===== src/rtl/alu4_sequencer_pkg.sv =====
// Shared types and constants for the 4-bit ALU control/writeback stage.
// Flag vectors are always packed as {Z,V,R,C}.
package alu4_sequencer_pkg;

    typedef enum logic [1:0] {
        IDLE  = 2'd0,
        ISSUE = 2'd1,
        RESP  = 2'd2
    } state_e;

    localparam int FLG_C = 0;
    localparam int FLG_R = 1;
    localparam int FLG_V = 2;
    localparam int FLG_Z = 3;

    // Wait counter is wide enough for the largest supported ALU_WAIT of 7.
    localparam int CNT_W = 3;

    localparam logic [3:0] RST_NIBBLE = 4'h0;
    localparam logic [3:0] RST_FLAGS  = 4'h0;

    function automatic logic [3:0] pack_flags(input logic z, input logic v,
                                              input logic r, input logic c);
        logic [3:0] f;
        f        = RST_FLAGS;
        f[FLG_Z] = z;
        f[FLG_V] = v;
        f[FLG_R] = r;
        f[FLG_C] = c;
        return f;
    endfunction

endpackage


===== src/rtl/alu4_regfile.sv =====
// NREGS x 4-bit register file: two combinational read ports, one
// synchronous write port, synchronous reset to zero.
module alu4_regfile
    import alu4_sequencer_pkg::*;
#(
    parameter int NREGS = 4,
    parameter int AW    = $clog2(NREGS)
) (
    input  logic          clk,
    input  logic          rst,
    input  logic [AW-1:0] ra_addr,
    output logic [3:0]    ra_data,
    input  logic [AW-1:0] rb_addr,
    output logic [3:0]    rb_data,
    input  logic          we,
    input  logic [AW-1:0] wa,
    input  logic [3:0]    wd
);

    logic [3:0] regs_q [NREGS];
    logic [3:0] regs_d [NREGS];

    always_comb begin
        regs_d = regs_q;
        if (we) begin
            regs_d[wa] = wd;
        end
    end

    // Reset has priority, so a write requested on the reset edge is lost.
    always_ff @(posedge clk) begin
        if (rst) begin
            for (int i = 0; i < NREGS; i++) begin
                regs_q[i] <= RST_NIBBLE;
            end
        end else begin
            regs_q <= regs_d;
        end
    end

    assign ra_data = regs_q[ra_addr];
    assign rb_data = regs_q[rb_addr];

endmodule


===== src/rtl/alu4_sequencer.sv =====
// Control and writeback stage around the 4-bit ALU: accepts register
// commands, issues operands to the ALU, writes back and responds.
module alu4_sequencer
    import alu4_sequencer_pkg::*;
#(
    parameter int  NREGS    = 4,
    parameter int  ALU_WAIT = 1,
    localparam int AW       = $clog2(NREGS)
) (
    input  logic          clk,
    input  logic          rst,
    input  logic          cmd_valid,
    output logic          cmd_ready,
    input  logic [3:0]    cmd_op,
    input  logic [AW-1:0] cmd_rd,
    input  logic [AW-1:0] cmd_rs1,
    input  logic [AW-1:0] cmd_rs2,
    input  logic          cmd_wb,
    input  logic          cmd_fl,
    input  logic          cmd_ld,
    input  logic [3:0]    cmd_imm,
    output logic [3:0]    alu_a,
    output logic [3:0]    alu_b,
    output logic [3:0]    alu_op,
    output logic          alu_cin,
    output logic          alu_rcin,
    input  logic [3:0]    alu_out,
    input  logic          alu_co,
    input  logic          alu_rco,
    input  logic          alu_ov,
    input  logic          alu_z,
    output logic          rsp_valid,
    input  logic          rsp_ready,
    output logic [3:0]    rsp_data,
    output logic [3:0]    rsp_flags,
    output logic [3:0]    flags
);

    localparam logic [CNT_W-1:0] WAIT_INIT = CNT_W'(ALU_WAIT - 1);

    state_e           state_q, state_d;
    logic [CNT_W-1:0] cnt_q, cnt_d;
    logic [3:0]       alu_a_q, alu_a_d;
    logic [3:0]       alu_b_q, alu_b_d;
    logic [3:0]       alu_op_q, alu_op_d;
    logic [AW-1:0]    rd_q, rd_d;
    logic             wb_q, wb_d;
    logic             fl_q, fl_d;
    logic [3:0]       flags_q, flags_d;
    logic [3:0]       rsp_data_q, rsp_data_d;
    logic [3:0]       rsp_flags_q, rsp_flags_d;

    logic             accept;
    logic             sample;
    logic [3:0]       rs1_data, rs2_data;
    logic [3:0]       alu_flags;
    logic             rf_we;
    logic [AW-1:0]    rf_waddr;
    logic [3:0]       rf_wdata;

    alu4_regfile #(
        .NREGS(NREGS),
        .AW   (AW)
    ) u_regfile (
        .clk    (clk),
        .rst    (rst),
        .ra_addr(cmd_rs1),
        .ra_data(rs1_data),
        .rb_addr(cmd_rs2),
        .rb_data(rs2_data),
        .we     (rf_we),
        .wa     (rf_waddr),
        .wd     (rf_wdata)
    );

    assign alu_flags = pack_flags(alu_z, alu_ov, alu_rco, alu_co);

    always_ff @(posedge clk) begin
        if (rst) begin
            state_q <= IDLE;
        end else begin
            state_q <= state_d;
        end
    end

    always_comb begin
        state_d = state_q;
        case (state_q)
            IDLE:    if (cmd_valid) state_d = cmd_ld ? RESP : ISSUE;
            ISSUE:   if (cnt_q == '0) state_d = RESP;
            RESP:    if (rsp_ready) state_d = IDLE;
            default: state_d = IDLE;
        endcase
    end

    // Both ports transfer on a cycle where valid and ready are high together;
    // ready never depends on valid, and valid/data hold until the transfer.
    always_comb begin
        cmd_ready = 1'b0;
        rsp_valid = 1'b0;
        case (state_q)
            IDLE:    cmd_ready = 1'b1;
            RESP:    rsp_valid = 1'b1;
            default: ;
        endcase
        accept = cmd_ready & cmd_valid;
        sample = (state_q == ISSUE) && (cnt_q == '0);
    end

    always_comb begin
        alu_a_d     = alu_a_q;
        alu_b_d     = alu_b_q;
        alu_op_d    = alu_op_q;
        rd_d        = rd_q;
        wb_d        = wb_q;
        fl_d        = fl_q;
        cnt_d       = cnt_q;
        flags_d     = flags_q;
        rsp_data_d  = rsp_data_q;
        rsp_flags_d = rsp_flags_q;
        rf_we       = 1'b0;
        rf_waddr    = cmd_rd;
        rf_wdata    = cmd_imm;

        if (accept) begin
            alu_a_d  = rs1_data;
            alu_b_d  = rs2_data;
            alu_op_d = cmd_op;
            rd_d     = cmd_rd;
            wb_d     = cmd_wb;
            fl_d     = cmd_fl;
            cnt_d    = WAIT_INIT;
            // Immediate loads bypass the ALU and never touch the flags.
            if (cmd_ld) begin
                rf_we       = cmd_wb;
                rsp_data_d  = cmd_imm;
                rsp_flags_d = flags_q;
            end
        end else if (state_q == ISSUE) begin
            cnt_d = cnt_q - 1'b1;
            if (sample) begin
                rf_we       = wb_q;
                rf_waddr    = rd_q;
                rf_wdata    = alu_out;
                flags_d     = fl_q ? alu_flags : flags_q;
                rsp_data_d  = alu_out;
                rsp_flags_d = fl_q ? alu_flags : flags_q;
            end
        end
    end

    always_ff @(posedge clk) begin
        if (rst) begin
            alu_a_q     <= RST_NIBBLE;
            alu_b_q     <= RST_NIBBLE;
            alu_op_q    <= RST_NIBBLE;
            rd_q        <= '0;
            wb_q        <= 1'b0;
            fl_q        <= 1'b0;
            cnt_q       <= '0;
            flags_q     <= RST_FLAGS;
            rsp_data_q  <= RST_NIBBLE;
            rsp_flags_q <= RST_FLAGS;
        end else begin
            alu_a_q     <= alu_a_d;
            alu_b_q     <= alu_b_d;
            alu_op_q    <= alu_op_d;
            rd_q        <= rd_d;
            wb_q        <= wb_d;
            fl_q        <= fl_d;
            cnt_q       <= cnt_d;
            flags_q     <= flags_d;
            rsp_data_q  <= rsp_data_d;
            rsp_flags_q <= rsp_flags_d;
        end
    end

    assign alu_a     = alu_a_q;
    assign alu_b     = alu_b_q;
    assign alu_op    = alu_op_q;
    assign alu_cin   = flags_q[FLG_C];
    assign alu_rcin  = flags_q[FLG_R];
    assign rsp_data  = rsp_data_q;
    assign rsp_flags = rsp_flags_q;
    assign flags     = flags_q;

endmodule


===== config.mk =====
export PLATFORM = sky130hd
export DESIGN_NAME = alu4_sequencer
export DESIGN_NICKNAME = d
export VERILOG_FILES = /design/src/rtl/alu4_sequencer_pkg.sv /design/src/rtl/alu4_regfile.sv /design/src/rtl/alu4_sequencer.sv
export SDC_FILE = /design/constraint.sdc
export NUM_CORES = 1
export LEC_CHECK = 0
export ABC_CLOCK_PERIOD_IN_PS = 4750
export CAP_MARGIN = 15
export CORE_AREA = 3 3 58 87
export DETAILED_ROUTE_END_ITERATION = 12
export DIE_AREA = 0 0 61 90
export PLACE_DENSITY = 0.92
export SYNTH_ARGS = -nofsm -noshare
export SYNTH_HDL_FRONTEND = slang
export SYNTH_SLANG_ARGS = --single-unit

===== constraint.sdc =====
create_clock -name clk -period 4.75 [get_ports clk]
set_clock_uncertainty 0.2 [all_clocks]
set_input_delay 0.7125 -clock clk [delete_from_list [all_inputs] [get_ports clk]]
set_output_delay 0.7125 -clock clk [all_outputs]
set_load 0.02 [all_outputs]

## Yosys cells after proc, flatten, opt, wreduce, memory -nomap -nowiden

Index checks and enable logic that the tools add are counted.

| cells by class | value |
|---|---|
| $add $sub $neg | 1 |
| multipliers | 0 |
| div/mod/pow operators | 0 |
| order comparisons | 4 |
| equality and inequality tests | 6 |
| shift operators | 0 |
| mux-type cells | 35 |
| bitwise operators | 5 |
| reductions and logical operators | 10 |

Operators with widths:

| cell | number |
|---|---|
| 4-bit 2-to-1 mux | 17 |
| 4-bit binary-select mux with 2-bit select | 2 |
| 16-bit bitwise mux | 1 |
| 2-bit 2-to-1 mux | 7 |
| 3-bit greater-or-equal comparator (second input constant) | 3 |
| 2-bit NOT with 3-bit output | 3 |
| 3-bit AND reduction | 3 |
| 4-bit demux with 2-bit select | 1 |
| 1-bit 2-to-1 mux | 6 |
| 2-bit != test (second input constant) | 3 |
| 2-bit one-hot mux with 3 select lines | 1 |
| 2-bit nonzero test | 2 |
| 3-bit logical NOT | 1 |
| 3-bit by 1-bit less-than comparator with 1-bit output (second input constant) | 1 |
| 3-bit by 1-bit subtractor with 3-bit output (second input constant) | 1 |
| 2-bit by 1-bit == test with 1-bit output (second input constant) | 1 |
| 2-bit == test (second input constant) | 1 |
| 1-bit logical AND | 2 |
| 2-bit logical NOT | 1 |
| 2-bit by 1-bit != test with 1-bit output (second input constant) | 1 |
| 2-bit OR reduction | 1 |
| 1-bit AND | 1 |
| 1-bit NOT | 1 |

| storage, ports and cells | value |
|---|---|
| register bits | 49 |
| bits in latches | 0 |
| memory bits (writable) | 0 |
| bits in read-only memories | 0 |
| input bits | 29 |
| memories | 0 |

## Logic depth before layout (Yosys ltp)

| depth | value |
|---|---|
| word-level depth | 11 |
| depth in mapped cells | 8 |
| gate-level depth less buffers | 6 |

## Hierarchy

Synthesis repeated with hierarchy kept, for this count alone.

| unflattened totals | value |
|---|---|
| cell total of the unflattened synthesis | 264 |
| area, all modules | 2384.8 um^2 |

Modules (own cells, without submodules):

| module | instances | cells each | area each (um^2) |
|---|---|---|---|
| alu4_sequencer | 1 | 196 | 1544.0 |
| alu4_regfile | 1 | 68 | 840.8 |

## Worst setup path before layout

Ideal clock, no wire load.

| timing path | value |
|---|---|
| path type | input-to-reg |
| start | input cmd_rd[0] |
| end | register u_regfile.regs_q[12] (netlist name) |
| arrival | 1.610 ns |
| required time | 4.455 ns |
| path slack | 2.844 ns |
| stages on the path | 4 |
| path through | clkbuf_1 mux2i_1 a21bo_1 a221oi_1 |

| between the ends | value |
|---|---|
| cells in the longest elaborated chain, start to end | 9 |
| elaborated cells between the ends (all ways) | 10 |
| classes of those cells | 2 x order compare; 6 x mux; 1 x bitwise; 1 x reduce/logical |

RTL lines:

| element | RTL line | source |
|---|---|---|
| start: declaration | alu4_sequencer.sv:15 | `input logic [AW-1:0] cmd_rd,` |
| 2-bit 2-to-1 mux | alu4_sequencer.sv:141 | `if (sample) begin` |
| 2-bit 2-to-1 mux | alu4_sequencer.sv:139 | `end else if (state_q == ISSUE) begin` |
| 2-bit 2-to-1 mux (*) | alu4_sequencer.sv:125 | `if (accept) begin` |
| 2-bit NOT with 3-bit output (implied by the code) (*) | alu4_regfile.sv:26 | `regs_d[wa] = wd;` |
| 3-bit greater-or-equal comparator (implied by the code) or 3-bit by 1-bit less-than comparator with 1-bit output (tied branches) | alu4_regfile.sv:26 |  |
| 1-bit logical AND (implied by the code) | alu4_regfile.sv:26 |  |
| 4-bit 2-to-1 mux (implied by the code) | alu4_regfile.sv:26 |  |
| 4-bit demux with 2-bit select (*) | alu4_regfile.sv:26 |  |
| 16-bit bitwise mux (*) | alu4_regfile.sv:26 |  |
| end signal: assignment | alu4_regfile.sv:37 | `regs_q <= regs_d;` |
| end: declaration | alu4_regfile.sv:20 | `logic [3:0] regs_q [NREGS];` |

Every way passes the cells marked *; elsewhere a longest branch is shown, timed or not.
A chain may end at the register's enable or synchronous reset.

## Final worst setup path

| timing path | value |
|---|---|
| start | input cmd_valid |
| end | register u_regfile.regs_q[12] (netlist name) |

| between the ends | value |
|---|---|
| cells in the longest elaborated chain, start to end | 8 |
| elaborated cells between the ends (all ways) | 11 |
| classes of those cells | 2 x order compare; 6 x mux; 2 x bitwise; 1 x reduce/logical |

RTL lines:

| element | RTL line | source |
|---|---|---|
| start: declaration | alu4_sequencer.sv:12 | `input logic cmd_valid,` |
| 1-bit AND (*) | alu4_sequencer.sv:106 | `accept = cmd_ready & cmd_valid;` |
| 2-bit 2-to-1 mux | alu4_sequencer.sv:125 |  |
| 2-bit NOT with 3-bit output (implied by the code) | alu4_regfile.sv:26 |  |
| 3-bit greater-or-equal comparator (implied by the code) or 3-bit by 1-bit less-than comparator with 1-bit output (tied branches) | alu4_regfile.sv:26 |  |
| 1-bit logical AND (implied by the code) | alu4_regfile.sv:26 |  |
| 4-bit 2-to-1 mux (implied by the code) | alu4_regfile.sv:26 |  |
| 4-bit demux with 2-bit select | alu4_regfile.sv:26 |  |
| 16-bit bitwise mux | alu4_regfile.sv:26 |  |

Marked as above.

==> key figures <==
Timing
  – Shortest period the worst path allows: 2.87 ns
  – Final period util: 60.5%
  – Maximum clock frequency: 0.348 GHz
  – Final Hold Fails: 0
  – Relative slew slack: 51.2%
  – Max-slew violation count: 0
  – Slew @ Worst Pin: 0.729 ns
  – Setup TNS: 0 ns
  – RSZ-0062 raised after global routing: no
  – Final setup margin: 1.88 ns
  – Final setup fails: 0

Finish
  – Post-Layout Cell Count: 348
  – Nets: 332
  – Ant diodes: 0
  – Final core occ: 68.0%
  – Ratio of cells with drive above 1 in the final layout: 9.93%
  – Design Area, Final: 2940 µm²
  – Area growth syn-to-layout: 28.0%

Critical path
  – Worst Setup End Kind: flip-flop
  – CP Data Arrival Time: 2.86 ns
  – Data required, critical path: 4.74 ns
  – CP Cell Sequence: clkdlybuf4s50_1 -> nor3b_2 -> nand4b_1 -> a21bo_1 -> a221oi_1
  – Setup CP Type: primary input to flip-flop
  – Critical path's slowest cell: nor3b_2
  – CP max stage delay: 0.63 ns
  – Crit start category: primary input
  – Worst Path Max Fanout: 12

Logic synthesis
  – Register bit total from synthesis: 49
  – Synth warn: 0
  – Seq/Total Area, Yosys: 42.7%
  – Synth top area cells: dfxtp_1, mux4_2, nand2_1, a21oi_1, o221a_2
  – Average cell area after synthesis: 9.03 µm²
  – Post-Syn Nets: 285
  – Cell variety after synth: 38
  – Area share of the largest cell type after synthesis: 42.7%
  – Cells after Synth: 254
  – Largest area contributor in the netlist: dfxtp_1
  – Cell Area, Synth: 2290 µm²

Global route
  – Overflow after GRT: 0
  – Pin count of the biggest net entering global routing: 43
  – Number of global-route vias before repair: 2073
  – GRT Overall Usage: 22.9%
  – First-pass GRT wire length: 9560 µm
  – Initial antenna violation count: 0

Drt
  – Routed Antenna Nets: 0
  – Vias per cell: 6.08
  – Wire per inst: 17.1 µm
  – Post-Route WL: 5960 µm
  – DRC: 0
  – Via count: 2115
  – First-pass DRT Iterations: 6
  – Detailed router's first-iteration violation count: 147

Flow run
  – MaxCap Viol Count: 0

Place
  – Routability cong.: 0.857
  – DP Area: 2840 µm²
  – Hpwl dp: 4490 µm
  – Dpl ws: 1.63 ns
  – Placed instance count: 340
  – Port buffer count: 56

CTS
  – Cts bufs inserted: 5
  – CTS H-tree lvls: 2
  – Worst-case clock buffer depth: 2
  – CTS tree: done
  – Clock Latency Late Sink: 0.31 ns
  – Clock root buffer: clkbuf_8
  – Post-CTS Setup Inserts: 0
  – Clock transition time at the flip-flop clock pins of the worst setup and hold paths: 0.09 ns
  – Cts repair resizes: 0
  – Post-CTS Hold Fix Bufs: 0
  – CTS Sinks: 49

Power and ir drop
  – Power per cell area: 306 nW/µm²
  – Pleak: 1.06 nW
  – Max VDD drop: 0.237 mV

Outcome
  – Status: finished, final reports clean

Die
  – I/O Pins: 57
  – Die Span Y: 90 µm
  – Row cnt: 29
  – Die area: 5490 µm²
  – Initial core utilization: 53.1%
  – Chip width: 61 µm
  – Core area: 4320 µm²

Min path
  – HP Class: flip-flop to flip-flop
[worst max-delay path, delay by kind of cell]
family / cells / cell delay, ns
simple gates: 2 / 0.95
compound gates: 2 / 0.68
buf+inv: 1 / 0.52
[path summary, 6_finish.rpt]
kind	start	endpoint	slack, ns	depth (start not counted)
setup / recovery	cmd_valid	u_regfile.regs_q[12]	1.88	5
hold / removal	alu_b[3]	alu_b[3]	0.26	2
setup reg to reg	state_q[0]	u_regfile.regs_q[12]	2.17	4
hold reg to reg	alu_b[3]	alu_b[3]	0.26	2
[cell families (layout without fill, tap and decap cells)]
group	Yosys count	in the layout	share of synthesized area, %
and+or+nand+nor	90	90	18.8
AOI/OAI and AO/OA	64	64	20.3
DFF	49	49	42.7
buffers and inverters	35	83	6.54
muxes	14	14	10.5
adders and majority gates	2	2	1.09
[metal layers]
| layer | track usage (%) | vias up | wire length, µm |
|---|---|---|---|
| li1 | - | 1004 | - |
| met1 | 22.6 | 1008 | 2010 |
| met2 | 41.9 | 78 | 3390 |
| met3 | 5.16 | 25 | 287 |
| met4 | 11.4 | 0 | 268 |
| met5 | 0 | - | 0 |
[cell usage after synthesis]
master and instances:
nor3b_1 6, a31oi_1 4, inv_1 17, and2_1 2, clkbuf_1 10, nand2_1 47
buf_4 4, a21bo_1 2, o21ai_0 1, nand4_1 1, a221oi_1 7, dfxtp_1 49
nor3b_2 1, mux2_2 1, mux4_2 8, ha_1 2, nand3_1 5, o21bai_1 1
a21oi_2 1, mux2i_1 5, buf_2 3, nor3_1 1, a211oi_1 4, and4bb_1 1
a21oi_1 25, a221oi_2 1, o21ai_1 1, nand4b_1 1, or3_1 5, nor2b_1 1
a22oi_1 1, nand3b_1 3, a311oi_1 4, nor2_1 15, o31ai_1 4, buf_1 1
o221a_2 8, nand4bb_1 1
[final cells by class]
type	instances	area, µm²
clock buffer	6	82.6
clock inverter	2	13.8
multi-input combinational	170	1160
fill	331	1380
sequential	49	981
inverter	17	63.8
timing repair buffer	58	576
tap	46	57.6
[per-stage QoR]
step | power (mW) | hold slack (ns)
floorplan | 0.568 | 0.245
global placement | 0.641 | 0.242
detailed placement | 0.648 | 0.248
CTS | 0.899 | 0.261
global route | 0.936 | 0.283
finish | 0.900 | 0.258
[power breakdown]
| part | switching (mW) | leakage [nW] | internal [mW] |
|---|---|---|---|
| registers | 0.0208 | 0.399 | 0.433 |
| clock network | 0.141 | 0.0512 | 0.118 |
| logic | 0.100 | 0.609 | 0.0868 |
[placed cells by master, fill, tap and decap left out, types with 3 or more instances in the layout]
master and count:
or3_1 5, dfxtp_1 49, clkbuf_8 6, a31oi_1 4, o31ai_1 4, mux4_2 8
a211oi_1 4, mux2i_1 5, nand3b_1 3, a311oi_1 4, nor3b_1 6, nand2_1 47
o221a_2 8, nor2_1 15, nand3_1 5, a221oi_1 7, inv_1 17, a21oi_1 25
clkdlybuf4s50_1 56
[registers in the layout (all words and copies together) (netlist names)]
register / flops
rd_q: 2
rsp_data: 4
wb_q: 1
alu_op: 4
cnt_q: 3
flags: 4
rsp_flags: 4
alu_a: 4
alu_b: 4
u_regfile.regs_q: 16
state_q: 2
fl_q: 1
Power figures use the tool's default switching activity.
==> variant: new RTL, same flow settings <==
Encoding of `state_e`: now one-hot (3 bits for 3 states).
--- a/src/rtl/alu4_sequencer_pkg.sv
+++ b/src/rtl/alu4_sequencer_pkg.sv
@@ -3,8 +3,8 @@
 package alu4_sequencer_pkg;
 
-    typedef enum logic [1:0] {
-        IDLE  = 2'd0,
-        ISSUE = 2'd1,
-        RESP  = 2'd2
+    typedef enum logic [2:0] {
+        IDLE  = 3'b001,
+        ISSUE = 3'b010,
+        RESP  = 3'b100
     } state_e;
 
Function: no difference found for any inputs over 4 cycles, from zero or initial values and one cycle with rst high; so few cycles prove little.
==> variant against the unedited design <==
- combinational power rose by 29%
- synthesized cell count up 2.0%
- cell area up 4.5%
- total power rose by 12%
- first-iteration DRC count down 6.1%
- worst setup slack better by 0.016 ns
- critical path depth decreased by 2
- sequential cell count rose by 1
- die area unchanged
- sequential power grew 4%
- wire length fell by 6.9%
- clock power increased by 15%
- area after synthesis rose by 3.9%
==> variant: results (changes against the unedited design) <==
# resized after CTS 0 (unchanged); most frequent cells after synthesis dfxtp_1 (50), nand2_1 (43), a21oi_1 (22) (was dfxtp_1 (49), nand2_1 (47), a21oi_1 (25)); hold_sp alu_a[3]$_SDFFE_PP0P_ (was alu_b[3]$_SDFFE_PP0P_); Post-Place Worst Slack 1.782 ns (was 1.634 ns); top post-synthesis cells by area dfxtp_1 (42%), mux4_2 (7.6%), nand2_1 (6.8%) (was dfxtp_1 (43%), mux4_2 (7.9%), nand2_1 (7.7%)); layout cells sized above 1 0.1133 (was 0.09934); CP max stage cell clkdlybuf4s50_1 (was nor3b_2); CP delay by family, top buffers and inverters (was simple AND/OR/NAND/NOR gates); status complete, no violations (unchanged); WL/cell 15.62 um (was 17.11 um); final wirelength 5.544 mm (was 5.956 mm); worst vdd ir 226.9 uV (was 237.1 uV); global-route wire length before repair 9.135 mm (was 9.563 mm); CP max stage delay 0.60 ns (was 0.63 ns); Final period util 0.6015 (was 0.6048); crit path launch state_q[0]$_SDFFE_PP1P_ (was cmd_valid); Mapped Avg Cell Area 9.208 um^2 (was 9.034 um^2); nonclk buf count 60 (was 58); Lkg Pwr 1.134 nW (was 1.059 nW); CP arrival 1.94 ns (was 2.86 ns); Critical R2R Launch cnt_q[0]$_SDFFE_PP0P_ (was state_q[0]$_SDFFE_PP0P_); fillers 306 (was 331); syn_nets 290 (was 285); multi-input gates 187 (was 170); Post-CTS Setup Bufs 0 (unchanged); synth unique cells 42 (was 38); hpwl dp 4.069 mm (was 4.489 mm); routability congestion estimate 0.8094 (was 0.8572); crit-path max FO 11 (was 12); number of flip-flops in the largest register 16 (unchanged); register area share after synthesis 0.4197 (was 0.4275); GRT Total Usage 0.2122 (was 0.2292); Clock Network Area Fraction 0.03586 (was 0.03279); Vias 2100 (was 2115); sequential share of cell area 0.3260 (was 0.3339); largest net degree at the start of global routing 35 (was 43); TritonRoute pass-1 iters 5 (was 6); fraction of area in multi-input gates 0.4222 (was 0.3961); # nets final 339 (was 332); inverters 4 (was 17); Placed Cells 347 (was 340); r2r setup slk 2.21 ns (was 2.17 ns); placed inst area 0.002960 mm^2 (was 0.002841 mm^2); initial drt markers 138 (was 147); worst slew pin tran 0.6983 ns (was 0.7295 ns); clk sinks 50 (was 49); WHS 0.2613 ns (was 0.2575 ns); FP Rows 29 (unchanged)
## variant: cell count changes in the layout (fill, tap and decap cells not counted), sizes merged, moves of 5 or more
| cell | change |
|---|---|
| a221oi | -8 |
| inv | -13 |
| mux2 | +15 |
| nor2 | +5 |
| nor2b | +18 |
| nor3b | -5 |
| o221a | -8 |
## variant: kinds of logic (layout without fill, tap and decap cells)
| group | after synthesis | count (layout) | share of synthesized area |
|---|---|---|---|
| AO/OA/AOI/OAI | 45 | 45 | 0.1181 |
| buffers and inverters | 22 | 72 | 0.04301 |
| adder cells (fa/ha/maj) | 2 | 2 | 0.01049 |
| XOR/XNOR | 2 | 2 | 0.007347 |
| AND/OR/NAND/NOR | 106 | 106 | 0.2167 |
| flip-flops | 50 | 50 | 0.4197 |
| multiplexers | 32 | 32 | 0.1847 |
## variant: per-stage QoR
stage	util	power, mW
after floorplan	-	0.6269
after global placement	0.6856	0.7161
after detailed placement	0.6856	0.7225
after CTS	0.7111	1.016
after global routing	0.7111	1.062
final	0.7111	1.012
## variant: power breakdown
group	switching (mW)	internal (mW)	leakage, nW
Sequential	0.0252	0.446	0.406
Combinational	0.130	0.113	0.676
Clock	0.140	0.157	0.0514
## variant: worst paths after layout
path                            cells past startpoint                          endpoint
worst max-delay path                                3                         cmd_ready
worst min-delay path                                2             alu_a[3]$_SDFFE_PP0P_
worst max register to register                      6  u_regfile.regs_q[3]$_SDFFE_PP0P_
worst min register to register                      2             alu_a[3]$_SDFFE_PP0P_
## variant: layer usage
layer | track usage | part of all wire | up-vias
met5 | 0 | 0 | -
met4 | 0.09584 | 0.015 | 0
met3 | 0.04871 | 0.045 | 9
met2 | 0.3723 | 0.56 | 76
met1 | 0.2288 | 0.38 | 1009
li1 | - | - | 1006
